**config.mk**
```make
export PLATFORM = sky130hd
export DESIGN_NAME = vga_frame_receiver
export DESIGN_NICKNAME = d
export VERILOG_FILES = /design/src/rtl/vga_pkg.sv /design/src/rtl/vga_edge_detect.sv /design/src/rtl/vga_frame_receiver.sv
export SDC_FILE = /design/constraint.sdc
export NUM_CORES = 1
export LEC_CHECK = 0
export CORE_ASPECT_RATIO = 0.6
export CORE_MARGIN = 4
export CORE_UTILIZATION = 55
export DETAILED_ROUTE_END_ITERATION = 10
export GPL_TIMING_DRIVEN = 0
export PLACE_DENSITY = 0.8
export SLEW_MARGIN = 10
export SYNTH_ARGS = -nofsm -noshare
export SYNTH_HDL_FRONTEND = slang
export SYNTH_SLANG_ARGS = --single-unit
```
**constraint.sdc**
```tcl
create_clock -name vga_clk -period 8.4 [get_ports vga_clk]
set_input_delay 2.1 -clock vga_clk [delete_from_list [all_inputs] [get_ports vga_clk]]
set_output_delay 2.1 -clock vga_clk [all_outputs]
set_load 0.02 [all_outputs]
```
**src/rtl/vga_pkg.sv**
```systemverilog
// Shared definitions for the VGA sink/monitor blocks.
//   - Default expected active geometry (640x480).
//   - Receiver FSM state encoding.
//   - Field positions inside the 24-bit {b, g, r} pixel word.
package vga_pkg;

  localparam int H_ACTIVE_DEF = 640;
  localparam int V_ACTIVE_DEF = 480;

  localparam int BGR_W = 24;
  localparam int R_LSB = 0;
  localparam int R_MSB = 7;
  localparam int G_LSB = 8;
  localparam int G_MSB = 15;
  localparam int B_LSB = 16;
  localparam int B_MSB = 23;

  typedef enum logic [1:0] {
    SEARCH  = 2'd0,
    MEASURE = 2'd1,
    LOCKED  = 2'd2
  } vga_state_e;

endpackage

```
**src/rtl/vga_edge_detect.sv**
```systemverilog
// Registered falling-edge detector.
//   clk_i  : clock, rising edge
//   rst_i  : asynchronous active-high reset
//   d_i    : level to watch (already synchronous to clk_i)
//   fall_o : high for the cycle in which d_i is 0 after having been 1
module vga_edge_detect (
  input  logic clk_i,
  input  logic rst_i,
  input  logic d_i,
  output logic fall_o
);

  logic prev_q;

  always_ff @(posedge clk_i or posedge rst_i) begin
    if (rst_i) begin
      prev_q <= 1'b0;
    end else begin
      prev_q <= d_i;
    end
  end

  assign fall_o = prev_q & ~d_i;

endmodule

```
**src/rtl/vga_frame_receiver.sv**
```systemverilog
// VGA pixel-interface sink used as an in-fabric loopback monitor.
// Recovers pixel coordinates, measures active width/height per frame,
// declares lock against the expected geometry and sums the active pixels.
//   vga_clk    : pixel clock, rising edge
//   reset      : asynchronous active-high reset
//   hs_n/vs_n  : active-low syncs; blank_n high marks an active pixel
//   bgr        : pixel word {b, g, r}
//   pix_*      : pixel, coordinates and valid, two clocks after the sample
//   locked     : last measured frame matched H_ACTIVE x V_ACTIVE
//   frame_done : one-cycle pulse at each measured frame boundary
//   meas_w/h   : width/lines of the last completed frame
//   frame_sum  : mod-2^24 sum of the active pixels of the last frame
module vga_frame_receiver
  import vga_pkg::*;
#(
  parameter int H_ACTIVE      = H_ACTIVE_DEF,
  parameter int V_ACTIVE      = V_ACTIVE_DEF,
  parameter int FRAME_TIMEOUT = 1000000,
  parameter int XW            = 10,
  parameter int YW            = 9
) (
  input  logic             vga_clk,
  input  logic             reset,
  input  logic             hs_n,
  input  logic             vs_n,
  input  logic             blank_n,
  input  logic [BGR_W-1:0] bgr,
  output logic             pix_valid,
  output logic [XW-1:0]    pix_x,
  output logic [YW-1:0]    pix_y,
  output logic [BGR_W-1:0] pix_bgr,
  output logic             locked,
  output logic             frame_done,
  output logic [XW-1:0]    meas_w,
  output logic [YW-1:0]    meas_h,
  output logic [BGR_W-1:0] frame_sum
);

  localparam int TMR_W = (FRAME_TIMEOUT > 1) ? $clog2(FRAME_TIMEOUT) : 1;

  function automatic logic [XW-1:0] sat_inc_x(input logic [XW-1:0] v);
    return (&v) ? v : v + XW'(1);
  endfunction

  function automatic logic [YW-1:0] sat_inc_y(input logic [YW-1:0] v);
    return (&v) ? v : v + YW'(1);
  endfunction

  function automatic logic [BGR_W-1:0] wrap_add(input logic [BGR_W-1:0] a,
                                                input logic [BGR_W-1:0] b);
    return a + b;
  endfunction

  logic             hs_p1_q, vs_p1_q, blank_p1_q;
  logic [BGR_W-1:0] bgr_p1_q;
  logic             vs_fall, blank_fall;
  logic             unused_hs;

  vga_state_e       state_q, state_d;
  logic [XW-1:0]    x_q, x_d, first_w_q, first_w_d;
  logic [YW-1:0]    y_q, y_d;
  logic             have_w_q, have_w_d, mism_q, mism_d;
  logic [BGR_W-1:0] sum_q, sum_d;
  logic [TMR_W-1:0] tmr_q, tmr_d;
  logic             check_ok;

  logic             vld_p2_q, vld_p2_d;
  logic [XW-1:0]    x_p2_q, x_p2_d;
  logic [YW-1:0]    y_p2_q, y_p2_d;
  logic [BGR_W-1:0] bgr_p2_q, bgr_p2_d;
  logic             locked_q, locked_d, done_q, done_d;
  logic [XW-1:0]    meas_w_q, meas_w_d;
  logic [YW-1:0]    meas_h_q, meas_h_d;
  logic [BGR_W-1:0] fsum_q, fsum_d;

  // Horizontal sync is registered with the other inputs for alignment, but
  // line structure is recovered from blank_n alone.
  assign unused_hs = hs_p1_q;

  // ---- stage 1: input sampling ----
  always_ff @(posedge vga_clk or posedge reset) begin
    if (reset) begin
      hs_p1_q    <= 1'b0;
      vs_p1_q    <= 1'b0;
      blank_p1_q <= 1'b0;
    end else begin
      hs_p1_q    <= hs_n;
      vs_p1_q    <= vs_n;
      blank_p1_q <= blank_n;
    end
  end

  always_ff @(posedge vga_clk) begin
    bgr_p1_q <= bgr;
  end

  vga_edge_detect u_vs_edge (
    .clk_i  (vga_clk),
    .rst_i  (reset),
    .d_i    (vs_p1_q),
    .fall_o (vs_fall)
  );

  vga_edge_detect u_blank_edge (
    .clk_i  (vga_clk),
    .rst_i  (reset),
    .d_i    (blank_p1_q),
    .fall_o (blank_fall)
  );

  // ---- stage 2: counting, FSM and output registers ----
  always_comb begin
    state_d   = state_q;
    x_d       = x_q;
    y_d       = y_q;
    first_w_d = first_w_q;
    have_w_d  = have_w_q;
    mism_d    = mism_q;
    sum_d     = sum_q;
    tmr_d     = tmr_q;
    x_p2_d    = x_q;
    y_p2_d    = y_q;
    bgr_p2_d  = {bgr_p1_q[B_MSB:B_LSB], bgr_p1_q[G_MSB:G_LSB], bgr_p1_q[R_MSB:R_LSB]};
    locked_d  = locked_q;
    done_d    = 1'b0;
    meas_w_d  = meas_w_q;
    meas_h_d  = meas_h_q;
    fsum_d    = fsum_q;
    check_ok  = (first_w_q == XW'(H_ACTIVE)) && (y_q == YW'(V_ACTIVE)) && !mism_q;

    // A frame start wins over everything else in the same cycle: a pixel
    // arriving with it is the first pixel (0,0) of the new frame.
    if (vs_fall) begin
      x_d       = blank_p1_q ? XW'(1) : '0;
      y_d       = '0;
      first_w_d = '0;
      have_w_d  = 1'b0;
      mism_d    = 1'b0;
      sum_d     = blank_p1_q ? bgr_p1_q : '0;
      x_p2_d    = '0;
      y_p2_d    = '0;
    end else begin
      if (blank_p1_q) begin
        x_d   = sat_inc_x(x_q);
        sum_d = wrap_add(sum_q, bgr_p1_q);
        if (&x_q) mism_d = 1'b1;
      end
      // blank_fall implies blank_p1_q is low, so x_q holds the finished run.
      if (blank_fall) begin
        x_d = '0;
        if (x_q != '0) begin
          y_d = sat_inc_y(y_q);
          if (&y_q) mism_d = 1'b1;
          if (!have_w_q) begin
            first_w_d = x_q;
            have_w_d  = 1'b1;
          end else if (x_q != first_w_q) begin
            mism_d = 1'b1;
          end
        end
      end
    end

    case (state_q)
      SEARCH: begin
        tmr_d = '0;
        if (vs_fall) state_d = MEASURE;
      end
      MEASURE, LOCKED: begin
        if (vs_fall) begin
          tmr_d    = '0;
          done_d   = 1'b1;
          meas_w_d = first_w_q;
          meas_h_d = y_q;
          fsum_d   = sum_q;
          if (check_ok) begin
            state_d  = LOCKED;
            locked_d = 1'b1;
          end else if (state_q == LOCKED) begin
            state_d  = SEARCH;
            locked_d = 1'b0;
          end
        end else if (tmr_q == TMR_W'(FRAME_TIMEOUT - 1)) begin
          // Watchdog: the source stopped producing frames.
          state_d  = SEARCH;
          locked_d = 1'b0;
          tmr_d    = '0;
        end else begin
          tmr_d = tmr_q + TMR_W'(1);
        end
      end
      default: state_d = SEARCH;
    endcase

    vld_p2_d = blank_p1_q && (state_d != SEARCH);
  end

  always_ff @(posedge vga_clk or posedge reset) begin
    if (reset) begin
      state_q   <= SEARCH;
      x_q       <= '0;
      y_q       <= '0;
      first_w_q <= '0;
      have_w_q  <= 1'b0;
      mism_q    <= 1'b0;
      sum_q     <= '0;
      tmr_q     <= '0;
      vld_p2_q  <= 1'b0;
      x_p2_q    <= '0;
      y_p2_q    <= '0;
      bgr_p2_q  <= '0;
      locked_q  <= 1'b0;
      done_q    <= 1'b0;
      meas_w_q  <= '0;
      meas_h_q  <= '0;
      fsum_q    <= '0;
    end else begin
      state_q   <= state_d;
      x_q       <= x_d;
      y_q       <= y_d;
      first_w_q <= first_w_d;
      have_w_q  <= have_w_d;
      mism_q    <= mism_d;
      sum_q     <= sum_d;
      tmr_q     <= tmr_d;
      vld_p2_q  <= vld_p2_d;
      x_p2_q    <= x_p2_d;
      y_p2_q    <= y_p2_d;
      bgr_p2_q  <= bgr_p2_d;
      locked_q  <= locked_d;
      done_q    <= done_d;
      meas_w_q  <= meas_w_d;
      meas_h_q  <= meas_h_d;
      fsum_q    <= fsum_d;
    end
  end

  assign pix_valid  = vld_p2_q;
  assign pix_x      = x_p2_q;
  assign pix_y      = y_p2_q;
  assign pix_bgr    = bgr_p2_q;
  assign locked     = locked_q;
  assign frame_done = done_q;
  assign meas_w     = meas_w_q;
  assign meas_h     = meas_h_q;
  assign frame_sum  = fsum_q;

endmodule

```
* After elaboration in Yosys (flattened, before gate mapping)
Cells that the tools add are included.
Word-level totals: register bits 194, output and inout bits 89, word-level logic and storage cells 106
Operators by class: add/subtract/negate cells 4, equality and inequality tests 10, multiplexer cells 44, bitwise gates (word level) 4, reductions and logical operators 22
Operators with widths (number):
- 10-bit 2-to-1 mux | 9
- 24-bit 2-to-1 mux | 3
- 9-bit 2-to-1 mux | 5
- 20-bit 2-to-1 mux | 2
- 20-bit one-hot mux with 2 select lines | 1
- 24-bit adder | 1
- 20-bit by 1-bit adder with 20-bit output (second input constant) | 1
- 20-bit equality test (second input constant) | 1
- 1-bit 2-to-1 mux | 18
- 2-bit nonzero test | 6
- 10-bit by 1-bit adder with 10-bit output (second input constant) | 1
- 10-bit equality test (second input constant) | 1
- 2-bit 2-to-1 mux | 5
- 10-bit inequality test | 1
- 10-bit AND reduction | 1
- 10-bit nonzero test | 1
- 9-bit by 1-bit adder with 9-bit output (second input constant) | 1
- 9-bit equality test (second input constant) | 1
- 3-bit AND reduction | 3
- 9-bit AND reduction | 1
- 2-bit AND reduction | 3
- 2-bit by 1-bit inequality test with 1-bit output (second input constant) | 2
- 2-bit one-hot mux with 2 select lines | 1
- 1-bit logical AND | 3
- other kinds (10) | 12

* Depth between registers and ports, before layout
depth after elaboration 9, gate-level depth with buffers 10, mapped depth without buffers 10

* Hierarchy
A second synthesis with hierarchy kept.
Unflattened totals: cells, all modules 786, area total of the unflattened synthesis 8632.0 µm²
Modules (own cells, without submodules):
- vga_frame_receiver | times used 1, cells each 780, area each 8546.9 µm²
- vga_edge_detect | times used 2, cells each 3, area each 42.5 µm²

* Worst setup path after synthesis
OpenSTA, ideal clock, no wires.
path type reg-to-output, start point register locked_q (netlist: locked), end point output locked, data arrival time 431 ps, required time 6300 ps, setup slack 5869 ps, stages on the path, launching flop included 1, buffers on the path 0, cell sequence dfrtp_1
RTL lines:
- start: declaration | line vga_frame_receiver.sv:71 | logic locked_q, locked_d, done_q, done_d;
- start signal: assignment | line vga_frame_receiver.sv:230 | locked_q <= locked_d;
- end: declaration | line vga_frame_receiver.sv:32 | output logic locked,
No word-level cell between the ends.

* Worst setup path after layout
start point register locked_q (netlist: locked), end point output locked
No word-level cell between the ends.

==> results.ini <==
[status]
outcome = finished, final reports clean

[yosys]
syn-mean-instance-area_um2 = 10.9
ys_seq_elements = 194
synthFlopType = dfrtp_1
yosysWarnings = 0
postSynthCellCount = 785
yosysTopAreaCell = dfrtp_1
synthArstFlopShare_pct = 87.6
synth_area_um2 = 8590
synth_fa_ha_area_share_pct = 5.04
synth_top_family_by_area = simple AND/OR/NAND/NOR gates
synth_edf_count = 0
yosysSeqAreaShare_pct = 55.1
synthMuxAreaShare_pct = 7.13
synth-xor-area-share_pct = 4.49
synth-simple-area-share_pct = 14.6
synth_compound_area_share_pct = 11.4
synthTopCellsByArea = dfrtp_1 50%, dfxtp_1 5.6%, mux2_2 5.4%, ha_1 4.8%, xor2_1 3.0%
netlist.area_leader.share_pct = 49.5
synth_fp_nets = 848
synth_cell_types = 60

[die]
die_w_um = 169
die_h_um = 105
initial_core_util_pct = 56.0
placementRows = 35
die_area_um2 = 17700
io_pins = 118
core_area_um2 = 15300

[clocking]
ctsHoldBuffers = 0
numCtsBuffers = 17
tritoncts = done
cts.sinks = 194
ctsLongestPathBuffers = 2
clk_pin_slew_worst_paths_ns = 0.08
cts_root_buffer = clkbuf_16
cts_setup_buffers = 0
insertion_delay_ns = 0.43
cts_resized = 0
htreeDepth = 4

[worst_hold_path]
hold_path_class = flip-flop to flip-flop
hold_depth = 0
hp-start = bgr_p1_q[14]

[layout]
nNetsFinal = 984
fin_area_um2 = 10600
n_antenna_cell = 0
area_growth_pct = 23.8
drive_gt1_share_pct = 9.64

[global_route]
grtUsageMet1_pct = 38.9
use_met2_pct = 34.6
grt_pass1_vias = 6405
antenna_found_initial = 0
grt.overflow.total = 0
grt_max_degree = 109
grt.busiest_layer = met1
grt_usage_pct = 25.3
grt_pass1_wl_mm = 35.2
grtUsageMet3_pct = 8.32

[routing]
drt_wl_total_mm = 21.6
dr.pass1.iters = 5
drt_iter0_drc = 703
dr_total_vias = 6567
viasPerCell = 5.78
ant_nets = 0
wl_per_cell_um = 19.0
drc = 0

[sta]
min_period_ns = 3.55
finalSetupViolations = 0
fmax_mhz = 282
slew_headroom_pct = 46.6
rsz0062_at_grt = no
clock_skew_ns = 0.0112
period_share_pct = 42.3
final-hold-violation-count = 0
layout_setup_ws_ns = 4.85
worst_pin_slew_ns = 0.802
report.final.slew_viol_count = 0
holdWs_ns = 0.369

[setup_path]
reg2reg_depth = 10
path_delay_family = buffers and inverters
critical_path_class = flip-flop to primary output
r2r-start = bgr_p1_q[0]
critPathCaptureType = primary output
cpPeakStageDelay_ns = 0.62
cp-start-kind = flip-flop
crit_buf_inv = 1
cp.required_ns = 6.30
slowest_stage = clkdlybuf4s50_1
critical_path_arrival_ns = 1.45
crit_chain = clkdlybuf4s50_1
r2r_slack_ns = 5.55
path_depth = 1
cp_max_fo = 3
worstSetupStartpoint = locked

[power_and_ir_drop]
switching_share_pct = 34.6
p_per_area_nw_per_um2 = 280
leakagePower_nw = 4.73
p_comb_share_pct = 32.7
power.total_mw = 2.97
p_switching_mw = 1.03
peakVddDrop_v = 0.000166
clock_power_share_pct = 27.5
power.internal_mw = 1.94
seqPwrFrac_pct = 39.8

[placed_design]
portBuffers = 116
globalplace.congestion = 0.929
dp_hpwl_mm = 15.2
pre_cts_slack_ns = 4.94
place_area_um2 = 10000

[run]
maxCapViolCount = 0

metal layers:
metal / wire length [um] / vias to the layer above
met5: 0 / -
met4: 278 / 0
met3: 1950 / 28
met2: 8970 / 269
met1: 10400 / 3204
li1: - / 3066
power groups by stage:
stage	clock network, mW	registers [mW]	logic (mW)
3_5_place_dp	0	1.20	0.952
2_1_floorplan	0	1.26	0.550
3_3_place_gp	0	1.19	0.934
4_1_cts	0.824	1.18	0.966
6_report	0.819	1.18	0.973
5_1_grt	0.862	1.20	1.06
final timing paths:
kind,endpoint
worst max-delay path,locked
worst min register to register,pix_bgr[14]
max in group asynchronous,pix_y[1]
min in group asynchronous,pix_x[3]
worst max register to register,sum_q[20]
worst min-delay path,pix_bgr[14]
metrics by stage:
step           cells  utilization (%)  setup TNS, ns
2_1_floorplan    785                -              0
3_3_place_gp    1104             65.2         -62.27
3_5_place_dp    1105             65.5              0
4_1_cts         1137             69.3              0
5_1_grt         1137             69.3              0
6_report        1137             69.3              0
cells in the mapped netlist (3+ instances only):
library cell	number
dfrtp_1	170
nor2_1	66
nand2_1	58
a21oi_1	47
o21ai_0	45
mux2_2	41
ha_1	33
xor2_1	29
clkbuf_1	25
dfxtp_1	24
nand3_1	21
nand4_1	17
and2_1	16
inv_1	16
mux2i_1	15
xnor2_1	15
and3_1	13
nor3_1	12
a21o_1	10
nor2b_1	10
o21ai_1	8
or3_1	7
a31oi_1	6
nor4_1	6
o31ai_1	6
a22oi_1	5
and4_1	5
nand2b_1	4
o21a_1	4
a22o_1	3
a31o_2	3
buf_1	3
o211ai_1	3
logic make-up after synthesis:
family	after synthesis
XOR/XNOR	44
multiplexers	56
buffers and inverters	47
AND/OR/NAND/NOR	250
AO/OA/AOI/OAI	160
adder cells (fa/ha/maj)	34
flip-flops	194
area by class of cell:
cell class              count  area [um2]
fillers                  1139        4700
inverters                  16        67.6
well taps                 203         254
repair buffers            117        1190
multi-input cells         544        3660
flip-flops and latches    194        4730
clock inverters            13         138
plain buffers              31         126
clock buffers              19         453
flip-flops by register name (all words and copies together), names as in the netlist, 2 cells and up:
signal and count:
bgr_p1_q 24, frame_sum 24, pix_bgr 24, sum_q 24, tmr_q 20, first_w_q 10, meas_w 10, pix_x 10
x_q 10, meas_h 9, pix_y 9, y_q 9, state_q 2
cells in the final DEF, fill, tap and decap left out, drive strengths merged, types with 3 or more instances in the layout:
cell type	netlist	layout
o21ai	55	55
nand2b	4	4
dfrtp	170	170
a21o	10	10
and4	5	5
and3	13	13
nand4	17	17
clkdlybuf4s50	0	116
nor4	6	6
o21a	4	4
inv	16	23
nor2	68	68
mux2	41	41
nand2	58	58
a31o	3	3
or3	7	7
nor2b	10	10
a21oi	48	48
dfxtp	24	24
xnor2	15	15
or2	3	3
clkinvlp	0	3
a22oi	5	5
nor3	12	12
a31oi	6	6
ha	33	33
buf	6	7
mux2i	15	15
o211ai	3	3
clkbuf	25	44
and2	16	16
a22o	3	3
o31ai	6	6
nand3	21	21
xor2	29	29
or4	3	3
Note: power is estimated with default switching activity, not from simulation.
